==> src/rtl/seven_seg_scan_ctrl.sv <==
// rtl/seven_seg_scan_ctrl.sv - time-multiplexed seven-segment scan controller
//
// Shares one external hex-to-seven-segment decoder across NUM_DIGITS digits.
// Each slot is CLK_DIV cycles long and starts with BLANK_CYCLES of dark anodes
// to avoid ghosting. Value updates are double-buffered and only become visible
// at a frame boundary.
//
// Ports:
//   i_clk, i_rst   clock, asynchronous active-high reset
//   i_value        4*NUM_DIGITS hex value, digit 0 in the low nibble
//   i_load         strobe capturing i_value/i_dp/i_blank into the pending register
//   i_dp           decimal point per digit, 1 = lit
//   i_blank        force-blank per digit, 1 = dark
//   i_lz_en        leading-zero suppression enable, sampled at slot start
//   o_nibble       nibble presented to the external decoder
//   i_seg          active-high segment pattern returned by the decoder
//   o_seg, o_dp    registered segment / decimal-point drive
//   o_anode        registered anode drive, one active digit at a time
module seven_seg_scan_ctrl #(
    parameter int NUM_DIGITS       = 4,
    parameter int CLK_DIV          = 1000,
    parameter int BLANK_CYCLES     = 1,
    parameter int ANODE_ACTIVE_LOW = 1,
    parameter int SEG_ACTIVE_LOW   = 0
) (
    input  logic                    i_clk,
    input  logic                    i_rst,
    input  logic [4*NUM_DIGITS-1:0] i_value,
    input  logic                    i_load,
    input  logic [NUM_DIGITS-1:0]   i_dp,
    input  logic [NUM_DIGITS-1:0]   i_blank,
    input  logic                    i_lz_en,
    output logic [3:0]              o_nibble,
    input  logic [6:0]              i_seg,
    output logic [6:0]              o_seg,
    output logic                    o_dp,
    output logic [NUM_DIGITS-1:0]   o_anode
);

    localparam int CW = $clog2(CLK_DIV);
    localparam int IW = (NUM_DIGITS > 1) ? $clog2(NUM_DIGITS) : 1;

    localparam logic [CW-1:0] CNT_LAST       = CW'(CLK_DIV - 1);
    localparam logic [CW-1:0] CNT_BLANK_LAST = CW'(BLANK_CYCLES - 1);
    localparam logic [IW-1:0] IDX_LAST       = IW'(NUM_DIGITS - 1);

    // Inactive output levels; also used as XOR masks to apply polarity.
    localparam logic [6:0]            SEG_OFF = (SEG_ACTIVE_LOW != 0) ? 7'h7F : 7'h00;
    localparam logic                  DP_OFF  = (SEG_ACTIVE_LOW != 0);
    localparam logic [NUM_DIGITS-1:0] AN_OFF  = (ANODE_ACTIVE_LOW != 0) ? {NUM_DIGITS{1'b1}}
                                                                         : {NUM_DIGITS{1'b0}};

    typedef enum logic {S_BLANK, S_DRIVE} state_t;

    state_t                  state, state_nxt;
    logic [CW-1:0]           cnt;
    logic [IW-1:0]           idx;
    logic                    lz_q;
    logic [4*NUM_DIGITS-1:0] pend_value, disp_value;
    logic [NUM_DIGITS-1:0]   pend_dp, disp_dp;
    logic [NUM_DIGITS-1:0]   pend_blank, disp_blank;

    logic                    slot_end, frame_end;
    logic [NUM_DIGITS-1:0]   supp;
    logic                    zero_run, dp_run;
    logic [3:0]              cur_nib;
    logic                    cur_dp, cur_dark;
    logic [NUM_DIGITS-1:0]   an_onehot;
    logic [6:0]              seg_d;
    logic                    dp_d;
    logic [NUM_DIGITS-1:0]   an_d;

    assign slot_end  = (cnt == CNT_LAST);
    assign frame_end = slot_end && (idx == IDX_LAST);

    // Slot counter, digit index, double-buffered display data.
    always_ff @(posedge i_clk or posedge i_rst) begin
        if (i_rst) begin
            cnt        <= '0;
            idx        <= '0;
            lz_q       <= 1'b0;
            pend_value <= '0;
            pend_dp    <= '0;
            pend_blank <= '0;
            disp_value <= '0;
            disp_dp    <= '0;
            disp_blank <= '0;
        end else begin
            if (slot_end) begin
                cnt <= '0;
                idx <= (idx == IDX_LAST) ? '0 : idx + 1'b1;
            end else begin
                cnt <= cnt + 1'b1;
            end
            // Count 0 always lies inside the blanking guard, so the sampled
            // enable is in place before any drive decision of this slot.
            if (cnt == '0) begin
                lz_q <= i_lz_en;
            end
            if (i_load) begin
                pend_value <= i_value;
                pend_dp    <= i_dp;
                pend_blank <= i_blank;
            end
            // A load coinciding with the frame boundary bypasses pending so it
            // is not delayed by a whole frame.
            if (frame_end) begin
                disp_value <= i_load ? i_value : pend_value;
                disp_dp    <= i_load ? i_dp    : pend_dp;
                disp_blank <= i_load ? i_blank : pend_blank;
            end
        end
    end

    // Leading-zero suppression: walk from the most significant digit down;
    // a digit is suppressed while every nibble from it upward is zero and no
    // decimal point has been seen yet. Digit 0 always shows.
    always_comb begin
        zero_run = 1'b1;
        dp_run   = 1'b0;
        supp     = '0;
        for (int k = NUM_DIGITS - 1; k >= 0; k--) begin
            zero_run = zero_run && (disp_value[4*k +: 4] == 4'h0);
            dp_run   = dp_run || disp_dp[k];
            supp[k]  = lz_q && (k != 0) && zero_run && !dp_run;
        end
    end

    // Current-digit selection.
    always_comb begin
        cur_nib   = 4'h0;
        cur_dp    = 1'b0;
        cur_dark  = 1'b0;
        an_onehot = '0;
        for (int k = 0; k < NUM_DIGITS; k++) begin
            if (idx == IW'(k)) begin
                cur_nib      = disp_value[4*k +: 4];
                cur_dp       = disp_dp[k];
                cur_dark     = disp_blank[k] || supp[k];
                an_onehot[k] = 1'b1;
            end
        end
    end

    assign o_nibble = cur_nib;

    // FSM state register.
    always_ff @(posedge i_clk or posedge i_rst) begin
        if (i_rst) begin
            state <= S_BLANK;
        end else begin
            state <= state_nxt;
        end
    end

    // FSM next-state logic.
    always_comb begin
        state_nxt = state;
        case (state)
            S_BLANK: if (cnt == CNT_BLANK_LAST) state_nxt = S_DRIVE;
            S_DRIVE: if (slot_end)              state_nxt = S_BLANK;
            default:                            state_nxt = S_BLANK;
        endcase
    end

    // FSM output logic: next value of the drive registers.
    always_comb begin
        seg_d = SEG_OFF;
        dp_d  = DP_OFF;
        an_d  = AN_OFF;
        if (state == S_DRIVE && !cur_dark) begin
            seg_d = i_seg ^ SEG_OFF;
            dp_d  = cur_dp ^ DP_OFF;
            an_d  = an_onehot ^ AN_OFF;
        end
    end

    // Drive registers; lag the FSM by one cycle.
    always_ff @(posedge i_clk or posedge i_rst) begin
        if (i_rst) begin
            o_seg   <= SEG_OFF;
            o_dp    <= DP_OFF;
            o_anode <= AN_OFF;
        end else begin
            o_seg   <= seg_d;
            o_dp    <= dp_d;
            o_anode <= an_d;
        end
    end

endmodule

==> config.mk <==
export PLATFORM = sky130hd
export DESIGN_NAME = seven_seg_scan_ctrl
export DESIGN_NICKNAME = d
export VERILOG_FILES = /design/src/rtl/seven_seg_scan_ctrl.sv
export SDC_FILE = /design/constraint.sdc
export NUM_CORES = 1
export LEC_CHECK = 0
export ABC_CLOCK_PERIOD_IN_PS = 6400
export CORE_MARGIN = 1.5
export CORE_UTILIZATION = 45
export CTS_BUF_LIST = sky130_fd_sc_hd__clkbuf_8
export DETAILED_ROUTE_END_ITERATION = 16
export GPL_TIMING_DRIVEN = 0
export PLACE_DENSITY_LB_ADDON = 0.2
export SLEW_MARGIN = 15
export SYNTH_ARGS = -nofsm -noshare
export SYNTH_HDL_FRONTEND = slang
export SYNTH_SLANG_ARGS = --single-unit
==> constraint.sdc <==
create_clock -name i_clk -period 6.4 [get_ports i_clk]
set_input_delay 1.92 -clock i_clk [delete_from_list [all_inputs] [get_ports i_clk]]
set_output_delay 1.92 -clock i_clk [all_outputs]
set_load 0.01 [all_outputs]
* Word-level counts from Yosys, hierarchy flattened
Index checks and enable logic that the tools add are counted.
Cells by class: $add $sub $neg 2, muxes and demuxes 27, bitwise operators 2, equal/unequal tests 4, reduce and logical (&&, ||, !) cells 24
Operators by type and width (number):
- 4-bit two-way mux | 7
- 16-bit two-way mux | 1
- 1-bit two-way mux | 15
- 4-bit logical NOT | 3
- 10-bit by 1-bit adder with 10-bit output (second input constant) | 1
- 10-bit equality test (second input constant) | 1
- 1-bit logical AND | 10
- 10-bit logical NOT | 1
- 10-bit two-way mux | 1
- 7-bit two-way mux | 1
- 1-bit logical OR | 5
- 2-bit equality test (second input constant) | 2
- 1-bit logical NOT | 4
- 4-bit NOT | 1
- 2-bit by 1-bit adder with 2-bit output (second input constant) | 1
- 2-bit by 1-bit equality test with 1-bit output (second input constant) | 1
- 2-bit logical NOT | 1
- 2-bit two-way mux | 1
- 1-bit case mux with 2 select lines | 1
- 1-bit NOT | 1
Word-level totals: bits in registers 74, output and inout port bits 16, logic and storage cells 72

* Longest topological paths before layout
word-level depth 12, mapped depth 8

* Worst setup path before layout
OpenSTA, ideal clock, no wires.
path kind reg2out, start point register idx[0], end point output o_nibble[0], stages on the path, launching flop included 7, required time 4.480 ns, arrival 1.443 ns, path slack 3.037 ns, buffers on the path 1, cells stage by stage dfrtp_1 -> ha_1 -> clkbuf_1 -> nand3b_1 -> a21oi_1 -> a21oi_1 -> o21ai_0
Between the ends: longest elaborated chain between the ends 5, elaborated cells between the ends (all ways) 8
RTL lines:
- start, declared | line 57 | logic [IW-1:0] idx;
- start signal, assigned | line 91 | idx <= (idx == IDX_LAST) ? '0 : idx + 1'b1;
- 2-bit logical NOT | line 136 | if (idx == IW'(k)) begin
- 4-bit two-way mux (3 in a row) | line 136
- 4-bit two-way mux * | line 136
- end, declared | line 33 | output logic [3:0] o_nibble,
Every way passes the cells marked *; elsewhere a longest branch is shown, timed or not.

* Final worst setup path
start point register idx[1], end point output o_nibble[3]
Same word-level chain as after synthesis.

==> results.json <==
{
  "holdWs_ns": 0.500,
  "antenna_found_initial": 0,
  "ctsLongestPathBuffers": 2,
  "initialDrtViolationCount": 86,
  "power_uw": 984,
  "crit_path_frequent_cell": "a21oi_1",
  "p_leak_nw": 1.86,
  "seqPwrFrac": 0.513,
  "drc": 0,
  "wl_um": 6130,
  "dp.cells": 410,
  "area_delta_synth_final_pct": 25.9,
  "instances_no_fill": 426,
  "crit_required_ns": 4.48,
  "die-area_um2": 7870,
  "slew_headroom": 0.455,
  "grt_overflow": 0,
  "fill_cells": 611,
  "internal_power_uw": 767,
  "fin_util": 0.580,
  "syn_nets": 302,
  "rows": 31,
  "combPwrFrac": 0.096,
  "start_kind": "register",
  "crit_fanout": 10,
  "synth.largest_area_cell": "dfrtp_1",
  "syn_area_um2": 3310,
  "skew_ns": 0.00752,
  "synth_edf_count": 0,
  "numCtsBuffers": 9,
  "period_needed_ns": 4.46,
  "core_area_um2": 7180,
  "clock_latency_ns": 0.35,
  "wl_per_cell_um": 14.4,
  "netSwitchingFraction": 0.220,
  "cts_hold_buf": 0,
  "synth_top_cell_area_share": 0.530,
  "cp_slowest_cell": "clkdlybuf4s50_1",
  "clk_pin_slew_worst_paths_ns": 0.08,
  "fin_crit_sh": 0.697,
  "async_flop_share": 1.00,
  "chipHeight_um": 88.7,
  "synth_warnings": 0,
  "htree_levels": 3,
  "critPathCaptureType": "output port",
  "grt_pass1_vias": 2130,
  "via_per_inst": 5.01,
  "setup_viol": 0,
  "firstDrtPassIters": 4,
  "path_cells": "inv_1, ha_1, clkbuf_1, nand3b_1, a21oi_1, a21oi_1, o21ai_0, clkdlybuf4s50_1",
  "power_density_nw_per_um2": 237,
  "cts.sinks": 74,
  "io_pins": 51,
  "synthFlopType": "dfrtp_1",
  "yosysMostFrequentCell": "dfrtp_1",
  "cap_violations": 0,
  "cts_setup_buffers": 0,
  "netlist_instances": 261,
  "slew_violations": 0,
  "ir_drop_uv": 172,
  "io_buffers": 49,
  "slowest_delay_ns": 0.58,
  "grt_usage": 0.177,
  "die_w_um": 88.7,
  "drive_gt1_frac": 0.248,
  "grt_pass1_wl_um": 10300,
  "netSwitchingPower_uw": 217,
  "ys_seq_area_frac": 0.562,
  "tightest_slew_ns": 0.818,
  "synthTopCellsByArea": "dfrtp_1, mux2_2, mux2_4",
  "hpwl_um": 4420,
  "grt_setup_unrepaired": "false",
  "hold_path_class": "register to register",
  "yosys-top-cells-count": "dfrtp_1, mux2_2, mux2_4, nor2_1, a21oi_1",
  "synth_seq_cells": 74,
  "status": "finished, final reports clean",
  "criticalPathCategory": "register to output port",
  "dr_total_vias": 2136,
  "root_buffer": "clkbuf_8",
  "syn_area_per_cell_um2": 12.7,
  "fin_nets": 363,
  "fin_tns_setup_ns": 0,
  "diodes": 0,
  "cts_resized": 0,
  "grt_max_degree": 52,
  "yosysUniqueCellTypes": 35,
  "drtAntennaViolNets": 0,
  "power.share.clock": 0.391,
  "tritoncts": "done",
  "cp.arrival_ns": 2.54,
  "place_congestion": 0.782,
  "fmax_ghz": 0.224,
  "finalHoldViolCount": 0,
  "start_util": 0.461
}
[cell families after synthesis]
family                   count (synthesis)  synth area share
adder cells (fa/ha/maj)                  6            0.0227
AND/OR/NAND/NOR                         74             0.120
buffers and inverters                   23            0.0341
XOR/XNOR                                 6            0.0159
multiplexers                            52             0.199
flip-flops                              74             0.562
AO/OA/AOI/OAI                           26            0.0462
[sequential cells by signal, indices dropped and copies added, names as in the netlist]
name        cells
pend_blank      4
o_seg           7
o_dp            1
cnt            10
idx             2
lz_q            1
disp_dp         4
disp_blank      4
o_anode         4
pend_value     16
disp_value     16
state           1
pend_dp         4
[per-stage QoR]
stage / setup WS (ns) / cell area, µm²
finish: 1.94 / 4160
global placement: 1.41 / 3920
floorplan: 2.61 / 3310
global route: 1.74 / 4160
detailed placement: 2.31 / 3950
CTS: 1.91 / 4160
[critical path, delay by kind of cell (launching register included)]
| kind | cells | cell delay, ns |
|---|---|---|
| compound gates | 3 | 0.48 |
| simple gates | 1 | 0.21 |
| flops | 1 | 0.40 |
| fa+ha+maj | 1 | 0.23 |
| buf+inv | 3 | 0.87 |
[power by group through the flow]
stage / Sequential, mW / Clock, mW / Combinational [mW]
6_report: 0.505 / 0.385 / 0.0940
2_1_floorplan: 0.513 / 0 / 0.0502
3_5_place_dp: 0.514 / 0 / 0.0955
3_3_place_gp: 0.513 / 0 / 0.0915
4_1_cts: 0.505 / 0.395 / 0.0961
5_1_grt: 0.508 / 0.418 / 0.104
[cell type report]
| class | instances | area [µm²] | area share |
|---|---|---|---|
| Inverter | 8 | 32.5 | 0.00782 |
| Sequential cell | 74 | 1860 | 0.446 |
| Clock inverter | 7 | 86.3 | 0.0208 |
| Buffer | 15 | 82.6 | 0.0198 |
| Timing Repair Buffer | 50 | 518 | 0.125 |
| Clock buffer | 9 | 124 | 0.0298 |
| Tap cell | 99 | 124 | 0.0298 |
| Multi-Input combinational cell | 164 | 1340 | 0.321 |
[cell usage in the layout (no fill, tap or decap), drive strengths merged, types with 2 or more instances in the layout]
cell / synthesis / layout
dfrtp: 70 / 70
mux2: 51 / 51
clkdlybuf4s50: 0 / 49
nor2: 19 / 19
clkbuf: 9 / 18
a21oi: 14 / 14
nand2: 12 / 12
nand4: 12 / 12
inv: 8 / 10
o21ai: 7 / 7
buf: 6 / 7
ha: 6 / 6
nand3b: 5 / 5
nand3: 5 / 5
xor2: 4 / 4
dfstp: 4 / 4
nor4: 3 / 3
nor2b: 3 / 3
or3: 3 / 3
or2: 3 / 3
clkinv: 0 / 3
or4: 2 / 2
and4: 2 / 2
nor3: 2 / 2
xnor2: 2 / 2
bufinv: 0 / 2
[path summary, 6_finish.rpt]
| kind | endpoint | startpoint | slack [ns] | cells past startpoint |
|---|---|---|---|---|
| setup / recovery | o_nibble[3] | idx[1]$_DFFE_PP0N_ | 1.94 | 8 |
| hold / removal | pend_blank[3]$_DFF_PP0_ | pend_blank[3]$_DFF_PP0_ | 0.50 | 1 |
| setup reg to reg | o_anode[0]$_DFF_PP1_ | idx[0]$_DFFE_PP0N_ | 4.27 | 6 |
| hold reg to reg | pend_blank[3]$_DFF_PP0_ | pend_blank[3]$_DFF_PP0_ | 0.50 | 1 |
| max in group asynchronous | o_anode[3]$_DFF_PP1_ | i_rst | 3.94 | 3 |
| min in group asynchronous | o_seg[5]$_DFF_PP0_ | i_rst | 1.88 | 2 |
[layer usage]
metal	vias to the layer above	GRT usage	share of wire
met3	9	0.0373	0.048
met2	47	0.265	0.46
met4	0	0.0952	0.018
met5	-	0	0
met1	1044	0.242	0.47
li1	1036	-	-
Power figures use the tool's default switching activity.
